<file path="config.mk">
export PLATFORM = sky130hd
export DESIGN_NAME = qspi_sram_engine
export DESIGN_NICKNAME = d
export VERILOG_FILES = /design/src/rtl/qspi_sram_engine.sv
export SDC_FILE = /design/constraint.sdc
export NUM_CORES = 1
export LEC_CHECK = 0
export CAP_MARGIN = 10
export CELL_PAD_IN_SITES_DETAIL_PLACEMENT = 1
export CELL_PAD_IN_SITES_GLOBAL_PLACEMENT = 1
export CORE_UTILIZATION = 41
export DETAILED_ROUTE_END_ITERATION = 7
export GPL_TIMING_DRIVEN = 0
export PLACE_DENSITY = 0.88
export SYNTH_ARGS = -nofsm -noshare
export SYNTH_HDL_FRONTEND = slang
export SYNTH_SLANG_ARGS = --single-unit
</file>
<file path="constraint.sdc">
create_clock -name clk -period 3.3 [get_ports clk]
set_input_delay 0.495 -clock clk [delete_from_list [all_inputs] [get_ports clk]]
set_output_delay 0.495 -clock clk [all_outputs]
set_load 0.02 [all_outputs]
</file>
<file path="src/rtl/qspi_sram_engine.sv">
// SPI/SQI serial-SRAM transfer engine: one read or write per command handshake,
// serialising opcode, address, dummy and data slots onto SIO with SCK = clk/2.
module qspi_sram_engine #(
    parameter int         ADDR_BITS    = 24,
    parameter int         DATA_BYTES   = 4,
    parameter int         DUMMY_CYCLES = 2,
    parameter int         CS_GAP       = 2,
    parameter logic [7:0] WRITE_OP     = 8'h02,
    parameter logic [7:0] READ_OP      = 8'h03,
    localparam int        LEN_W        = $clog2(DATA_BYTES + 1)
) (
    input  logic                    clk,
    input  logic                    reset,
    input  logic                    cmd_valid,
    output logic                    cmd_ready,
    input  logic                    cmd_we,
    input  logic                    cmd_quad,
    input  logic [ADDR_BITS-1:0]    cmd_addr,
    input  logic [LEN_W-1:0]        cmd_len,
    input  logic [8*DATA_BYTES-1:0] cmd_wdata,
    output logic                    rsp_valid,
    output logic [8*DATA_BYTES-1:0] rsp_rdata,
    output logic                    busy,
    output logic                    cs_n,
    output logic                    sck,
    output logic [3:0]              sio_out,
    output logic [3:0]              sio_oe,
    input  logic [3:0]              sio_in
);

    // state   | meaning
    // S_IDLE  | waiting for a command, cmd_ready high
    // S_CMD   | opcode slots
    // S_ADDR  | address slots
    // S_DUMMY | quad-read turnaround slots, SIO released
    // S_WDATA | write data slots
    // S_RDATA | read data slots, sampling SIO
    // S_GAP   | cs_n high recovery time after a transfer
    typedef enum logic [2:0] {
        S_IDLE, S_CMD, S_ADDR, S_DUMMY, S_WDATA, S_RDATA, S_GAP
    } state_t;

    localparam int DW = 8 * DATA_BYTES;
    localparam int FW = 8 + ADDR_BITS + DW;

    function automatic int imax(input int a, input int b);
        return (a > b) ? a : b;
    endfunction

    localparam int CMAX = imax(imax(imax(8, ADDR_BITS), imax(DW, DUMMY_CYCLES)), CS_GAP);
    localparam int CW   = $clog2(CMAX + 1);

    state_t            state, state_n;
    logic              we_q, quad_q, phase;
    logic [LEN_W-1:0]  len_q, len_eff;
    logic [CW-1:0]     cnt;
    logic [FW-1:0]     tx_sr;
    logic [DW-1:0]     rx_sr, rx_next, rdata_n, wstream;
    logic              active, slot_end, tx_slot, last_slot;

    // Down-counter preload: slots remaining in the phase being entered, minus one.
    function automatic logic [CW-1:0] load_cnt(input state_t s, input logic quad,
                                               input logic [LEN_W-1:0] len);
        int n;
        n = 1;
        case (s)
            S_CMD:            n = quad ? 2 : 8;
            S_ADDR:           n = quad ? ADDR_BITS / 4 : ADDR_BITS;
            S_DUMMY:          n = DUMMY_CYCLES;
            S_WDATA, S_RDATA: n = quad ? 2 * int'(len) : 8 * int'(len);
            S_GAP:            n = CS_GAP;
            default:          n = 1;
        endcase
        return CW'(n - 1);
    endfunction

    assign cmd_ready = (state == S_IDLE);
    assign busy      = ~cmd_ready;
    assign len_eff   = (cmd_len == '0 || int'(cmd_len) > DATA_BYTES) ? LEN_W'(DATA_BYTES) : cmd_len;
    assign active    = (state == S_CMD) || (state == S_ADDR) || (state == S_DUMMY) ||
                       (state == S_WDATA) || (state == S_RDATA);
    assign slot_end  = active && phase;
    assign last_slot = slot_end && (cnt == '0);

    always_comb begin
        state_n = state;
        case (state)
            S_IDLE:  if (cmd_valid) state_n = S_CMD;
            S_CMD:   if (last_slot) state_n = S_ADDR;
            S_ADDR:  if (last_slot) begin
                         if (we_q)                              state_n = S_WDATA;
                         else if (quad_q && DUMMY_CYCLES > 0)   state_n = S_DUMMY;
                         else                                   state_n = S_RDATA;
                     end
            S_DUMMY: if (last_slot) state_n = S_RDATA;
            S_WDATA, S_RDATA: if (last_slot) state_n = S_GAP;
            S_GAP:   if (cnt == '0) state_n = S_IDLE;
            default: state_n = S_IDLE;
        endcase

        cs_n    = 1'b1;
        sck     = 1'b0;
        sio_oe  = 4'h0;
        sio_out = 4'h0;
        tx_slot = (state == S_CMD) || (state == S_ADDR) || (state == S_WDATA);
        if (active) begin
            cs_n = 1'b0;
            sck  = phase;
            if (quad_q) begin
                sio_oe  = tx_slot ? 4'hF : 4'h0;
                sio_out = tx_slot ? tx_sr[FW-1 -: 4] : 4'h0;
            end else begin
                // WP#/HOLD# held high, sio[1] left as the MISO input
                sio_oe  = 4'b1101;
                sio_out = {2'b11, 1'b0, tx_slot & tx_sr[FW-1]};
            end
        end

        rx_next = quad_q ? {rx_sr[DW-5:0], sio_in} : {rx_sr[DW-2:0], sio_in[1]};
        rdata_n = '0;
        for (int k = 0; k < DATA_BYTES; k++) begin
            if (k < int'(len_q)) rdata_n[8*k +: 8] = rx_next[8*(int'(len_q) - 1 - k) +: 8];
        end

        wstream = '0;
        for (int k = 0; k < DATA_BYTES; k++) begin
            wstream[DW-1-8*k -: 8] = cmd_wdata[8*k +: 8];
        end
    end

    always_ff @(posedge clk) begin
        if (reset) begin
            state     <= S_IDLE;
            we_q      <= 1'b0;
            quad_q    <= 1'b0;
            len_q     <= '0;
            phase     <= 1'b0;
            cnt       <= '0;
            tx_sr     <= '0;
            rx_sr     <= '0;
            rsp_valid <= 1'b0;
            rsp_rdata <= '0;
        end else begin
            state     <= state_n;
            rsp_valid <= 1'b0;
            case (state)
                S_IDLE: if (cmd_valid) begin
                    we_q   <= cmd_we;
                    quad_q <= cmd_quad;
                    len_q  <= len_eff;
                    tx_sr  <= {cmd_we ? WRITE_OP : READ_OP, cmd_addr, wstream};
                    rx_sr  <= '0;
                    phase  <= 1'b0;
                    cnt    <= load_cnt(S_CMD, cmd_quad, len_eff);
                end
                S_GAP: if (cnt != '0) cnt <= cnt - CW'(1);
                default: begin
                    phase <= ~phase;
                    if (phase) begin
                        tx_sr <= quad_q ? (tx_sr << 4) : (tx_sr << 1);
                        if (state == S_RDATA) rx_sr <= rx_next;
                        cnt <= (state_n != state) ? load_cnt(state_n, quad_q, len_q) : cnt - CW'(1);
                        if (state_n == S_GAP) begin
                            rsp_valid <= 1'b1;
                            rsp_rdata <= we_q ? '0 : rdata_n;
                        end
                    end
                end
            endcase
        end
    end

endmodule

</file>
=== Word level (Yosys, flattened, before mapping) ===
Cells that the tools add are included.

* Add/sub/neg operators: 7
* Multiply operators: 0
* Divide/modulo/power cells: 0
* $lt $le $gt $ge: 5
* Equal/unequal tests: 15
* Shift-type cells: 4
* Muxes and demuxes: 52
* Bitwise logic cells: 5
* Reduce and logical (&&, ||, !) cells: 26

{| class="wikitable"
|+ Operators by type and width
! kind !! count
|-
| 64-bit two-way mux || 3
|-
| 64-bit case mux with 2 select lines || 1
|-
| 32-bit by 8-bit variable part select with 8-bit output || 3
|-
| 31-bit two-way mux || 3
|-
| 6-bit two-way mux || 11
|-
| 32-bit two-way mux || 2
|-
| 31-bit case mux with 2 select lines || 1
|-
| 4-bit two-way mux || 8
|-
| 8-bit two-way mux || 4
|-
| 32-bit by 7-bit variable part select with 8-bit output || 1
|-
| 3-bit two-way mux || 9
|-
| 6-bit case mux with 4 select lines || 1
|-
| 3-bit == test (second input constant) || 6
|-
| 3-bit case mux with 6 select lines || 1
|-
| 3-bit by 2-bit == test with 1-bit output (second input constant) || 4
|-
| 6-bit case mux with 2 select lines || 1
|-
| 6-bit by 2-bit subtractor with 6-bit output (second input constant) || 2
|-
| 4-bit by 3-bit subtractor with 5-bit output (second input constant) || 2
|-
| 3-bit AND reduction || 3
|-
| 2-bit OR reduction || 4
|-
| 3-bit by 1-bit == test with 1-bit output (second input constant) || 2
|-
| 3-bit zero test || 2
|-
| 6-bit zero test || 1
|-
| 1-bit logical OR || 6
|-
| other kinds (20) || 33
|}

* Register bits: 143
* Bits in latches: 0
* RAM bits: 0
* Bits in read-only memories: 0
* Input port bits: 68
* Output and inout bits: 45
* Logic and storage cells: 124
* Memories kept: 0

=== Longest topological paths before layout ===
* Depth after elaboration: 19
* Mapped depth: 12

=== Worst setup path after synthesis ===
OpenSTA, ideal clock, no wires.

* Path kind: reg2out
* Start point: reg state[2]
* End point: out sio_out[2]
* Arrival time: 2.295 ns
* Setup slack: 0.510 ns
* Stages on the path, launching flop included: 8
* Buffers on the path: 3
* Path through: dfxtp_1 -> clkbuf_1 -> or3_1 -> clkbuf_1 -> clkbuf_1 -> nand2_1 -> a31oi_1 -> o21a_1

* Longest elaborated chain between the ends: 6

{| class="wikitable"
|+ RTL lines
! element !! RTL line !! text
|-
| from (decl) || 53 || <nowiki>state_t state, state_n;</nowiki>
|-
| from (signal assigned) || 144 || <nowiki>state <= state_n;</nowiki>
|-
| 3-bit by 1-bit == test with 1-bit output / 3-bit by 2-bit == test with 1-bit output (equally long branches) || 80, 105 ||
|-
| 1-bit logical OR || 80, 105 ||
|-
| 1-bit logical OR (on tied branches) || 105, 80 ||
|-
| 4-bit two-way mux / 1-bit logical OR (equally long branches) || 111, 80 ||
|-
| 4-bit two-way mux / 1-bit logical OR (equally long branches) || 109, 81 ||
|-
| 4-bit two-way mux * || 106 || <nowiki>if (active) begin</nowiki>
|-
| to (decl) || 26 || <nowiki>output logic [3:0] sio_out,</nowiki>
|}

Every way passes the cells marked *; elsewhere a longest branch is shown, timed or not.

=== Final worst setup path ===
* Start point: reg quad_q
* End point: out sio_oe[2]

* Longest elaborated chain between the ends: 2

{| class="wikitable"
|+ RTL lines
! element !! RTL line !! text
|-
| from (decl) || 54 || <nowiki>logic we_q, quad_q, phase;</nowiki>
|-
| from (signal assigned) || 149 || <nowiki>quad_q <= cmd_quad;</nowiki>
|-
| 4-bit two-way mux || 109 || <nowiki>if (quad_q) begin</nowiki>
|-
| 4-bit two-way mux || 106 ||
|-
| to (decl) || 27 || <nowiki>output logic [3:0] sio_oe,</nowiki>
|}

Every way passes these cells.

==> metrics <==
first-pass GRT wire length 46.0 mm; post-synthesis sequential area ratio 35.3%; Final Cycle Share slightly below 100%; CP startpoint kind register; antenna viol nets, final 0; Main synth FF type dfxtp_1; FF+latch count, synth roughly 140; CP Capture Type primary output; Pre-antenna DRT Iters 5; met3 wire length 1.41 mm; layout cells sized above 1 between 10 and 15%; final instance area 10300 µm²; Layout Cells excl Fill between 1000 and 1500; die height 143 µm; Final min period 3.21 ns; worst reg2reg setup slack roughly 0.15 ns; # rows 51; M1 WL between 10 and 15 mm; final core utilization 52.9%; WL final 28.6 mm; mux share of post-synthesis cell area 15.7%; EDFF count, synth 0; Post-Synth Adder-Cell Area less than 1%; Hold Path Stages 2; ys async rst share 0%; post-synthesis cell area a little over 8000 µm²; Reg2Reg Depth 11; Post-Syn Instances 994; Slew @ Worst Pin between 1 and 1.5 ns; number of max-cap violations 0; reg-to-reg critical path endpoint cnt[0]; compound-cell area share of the yosys netlist 24.3%; combinational family with the most area after synthesis compound AO/OA/AOI/OAI gates; antenna cells 0; via-per-instance ratio 5.95; Post-CTS Hold Fix Bufs 0; placed cells ~1400; status finished, final reports clean; CTS tree built; initial antenna violation count 0; XOR/XNOR Fraction of Synth Area less than 1%; WP data required 2.80 ns; via count 8348; worst skew pair latency 0.44 ns; Synth cell types 66; max layer used met4; grt total ovfl 0; Max VDD drop approximately 0.00046 V; crit path DAT 2.72 ns; Fin Clk Skew 0.00781 ns; PD cells around 600 nW/µm²; # nets final 1198; Placed Area 9560 µm²; die area 20300 µm²; H-tree levels 4; crit path kind register to primary output; Core ar. 19400 µm²; wire length on met2 14.2 mm; worst r2r src cnt[0]; Max clock buf depth 2; Top Ports 113; Area Overhead vs Synth 26.5%; Worst Hold Path EP rsp_rdata[1]; Clock Sinks 143; Final Wtd Congestion 0.932; DRC viols 0; Die Span X ~140 µm; Initial DRC Count ~510; vias in the first global route about 8800; Synth Area in Simple Gates 18.6%; final slew viol count 0; Initial Util a little over two fifths; critical path fanouts, max 19; Setup Viol. Count Final 0; average wire per standard cell 20.4 µm; Fin. Hold Viols 0; detailed placement HPWL between 20 and 25 mm; Syn Nets roughly 1100; global-route usage over all layers 29.0%; worst hold path startpoint rsp_rdata[1]; synth warn 2; buffers added on ports 112; synthesized area per cell 8.15 µm²; Worst-path clk slew 0.06 ns; Slew HR 31.3%; largest net degree at the start of global routing 20; worst hold path class register to register; LEAKAGE between 3 and 4 nW; f_max 311 MHz; number of buffers created by CTS 17; root buf cell clkbuf_16; worst slack at placement -0.521 ns; setup ws final between 0.08 and 0.09 ns
worst max-delay path by stage:
| stage | cells past startpoint | endpoint | slack (ns) | startpoint |
|---|---|---|---|---|
| after floorplan | 7 | sio_out[2] | 0.51 | state[2] |
| after global placement | 9 | cnt[4] | -0.55 | cmd_valid |
| after detailed placement | 7 | sio_oe[3] | -0.52 | quad_q |
| after CTS | 6 | sio_out[2] | 0.06 | state[1] |
| after global routing | 6 | sio_out[2] | -0.006 | quad_q |
| final | 6 | sio_oe[2] | 0.09 | quad_q |
placed cells by master, fill, tap and decap left out, types with 24 or more instances in the layout:
master / count
a211oi_1: 59
nand3_1: 46
mux2i_1: 73
a21oi_1: 130
dfxtp_1: 142
clkbuf_1: 58
a22o_1: 24
nand2_1: 70
mux2_2: 32
clkdlybuf4s50_1: 112
nor2_1: 140
metal layers:
metal,vias up,GRT usage [%]
met5,-,0
met4,0,10.9
met3,73,4.95
met2,291,50.6
met1,4097,35.6
li1,3887,-
synth_stat cells, drive strengths merged, types with 7 or more instances:
cell type	n	area (µm²)
dfxtp	143	2860
nor2	141	532
a21oi	130	651
mux2i	73	731
nand2	70	263
clkbuf	69	259
a211oi	60	450
nand3	47	240
mux2	32	360
a22o	24	210
o21ai	22	110
buf	21	93.8
a22oi	18	135
inv	11	41.3
nor2b	11	71.3
o22ai	10	62.6
nor3	9	67.6
mux4	8	180
nand2b	7	51.3
power breakdown:
| group | internal (mW) | leakage (nW) | switching [mW] | total (mW) |
|---|---|---|---|---|
| Combinational | 0.749 | 2.07 | 1.33 | 2.08 |
| Sequential | 1.90 | 1.16 | 0.171 | 2.07 |
| Clock | 1.22 | 0.298 | 0.850 | 2.07 |
critical path, cell delays in order, from the launching register on:
cell             delay, ns
dfxtp_1               0.48
buf_2                 0.30
clkbuf_4              0.30
buf_4                 0.32
a31oi_2               0.18
buf_4                 0.17
clkdlybuf4s50_1       0.52
kinds of logic (layout without fill, tap and decap cells):
logic type	count (synthesis)	count (layout)
fa+ha+maj	5	5
simple gates	322	322
mux	113	113
compound gates	305	305
buf+inv	103	247
xor+xnor	3	3
flops	143	143
what timing repair did:
action	in CTS	in global routing
pin swaps	0	1
gates resized for setup	12	9
hold endpoints to repair	0	0
setup endpoints to repair	17	36
setup buffers	0	3
flip-flops by register name (all words and copies together), names as in the netlist:
| name | flops |
|---|---|
| rx_sr | 31 |
| state | 3 |
| phase | 1 |
| cnt | 6 |
| rsp_valid | 1 |
| we_q | 1 |
| len_q | 3 |
| quad_q | 1 |
| rsp_rdata | 32 |
| tx_sr | 64 |
through the flow:
| step | hold slack, ns | power (mW) | setup TNS [ns] |
|---|---|---|---|
| 2_1_floorplan | 0.429 | 3.44 | 0 |
| 3_3_place_gp | 0.441 | 4.03 | -6.47 |
| 3_5_place_dp | 0.447 | 4.10 | -4.09 |
| 4_1_cts | 0.456 | 6.19 | 0 |
| 5_1_grt | 0.476 | 6.51 | -0.00918 |
| 6_report | 0.456 | 6.23 | 0 |
cell type report:
type                            instances  area, µm²
Fill cell                            2370       9150
Sequential cell                       143       2860
Timing Repair Buffer                  115       1160
Clock inverter                         14        180
Clock buffer                           18        439
Buffer                                 87        358
Tap cell                              265        332
Inverter                               13       48.8
Multi-Input combinational cell        748       4880
(Power assumes the default switching activity.)
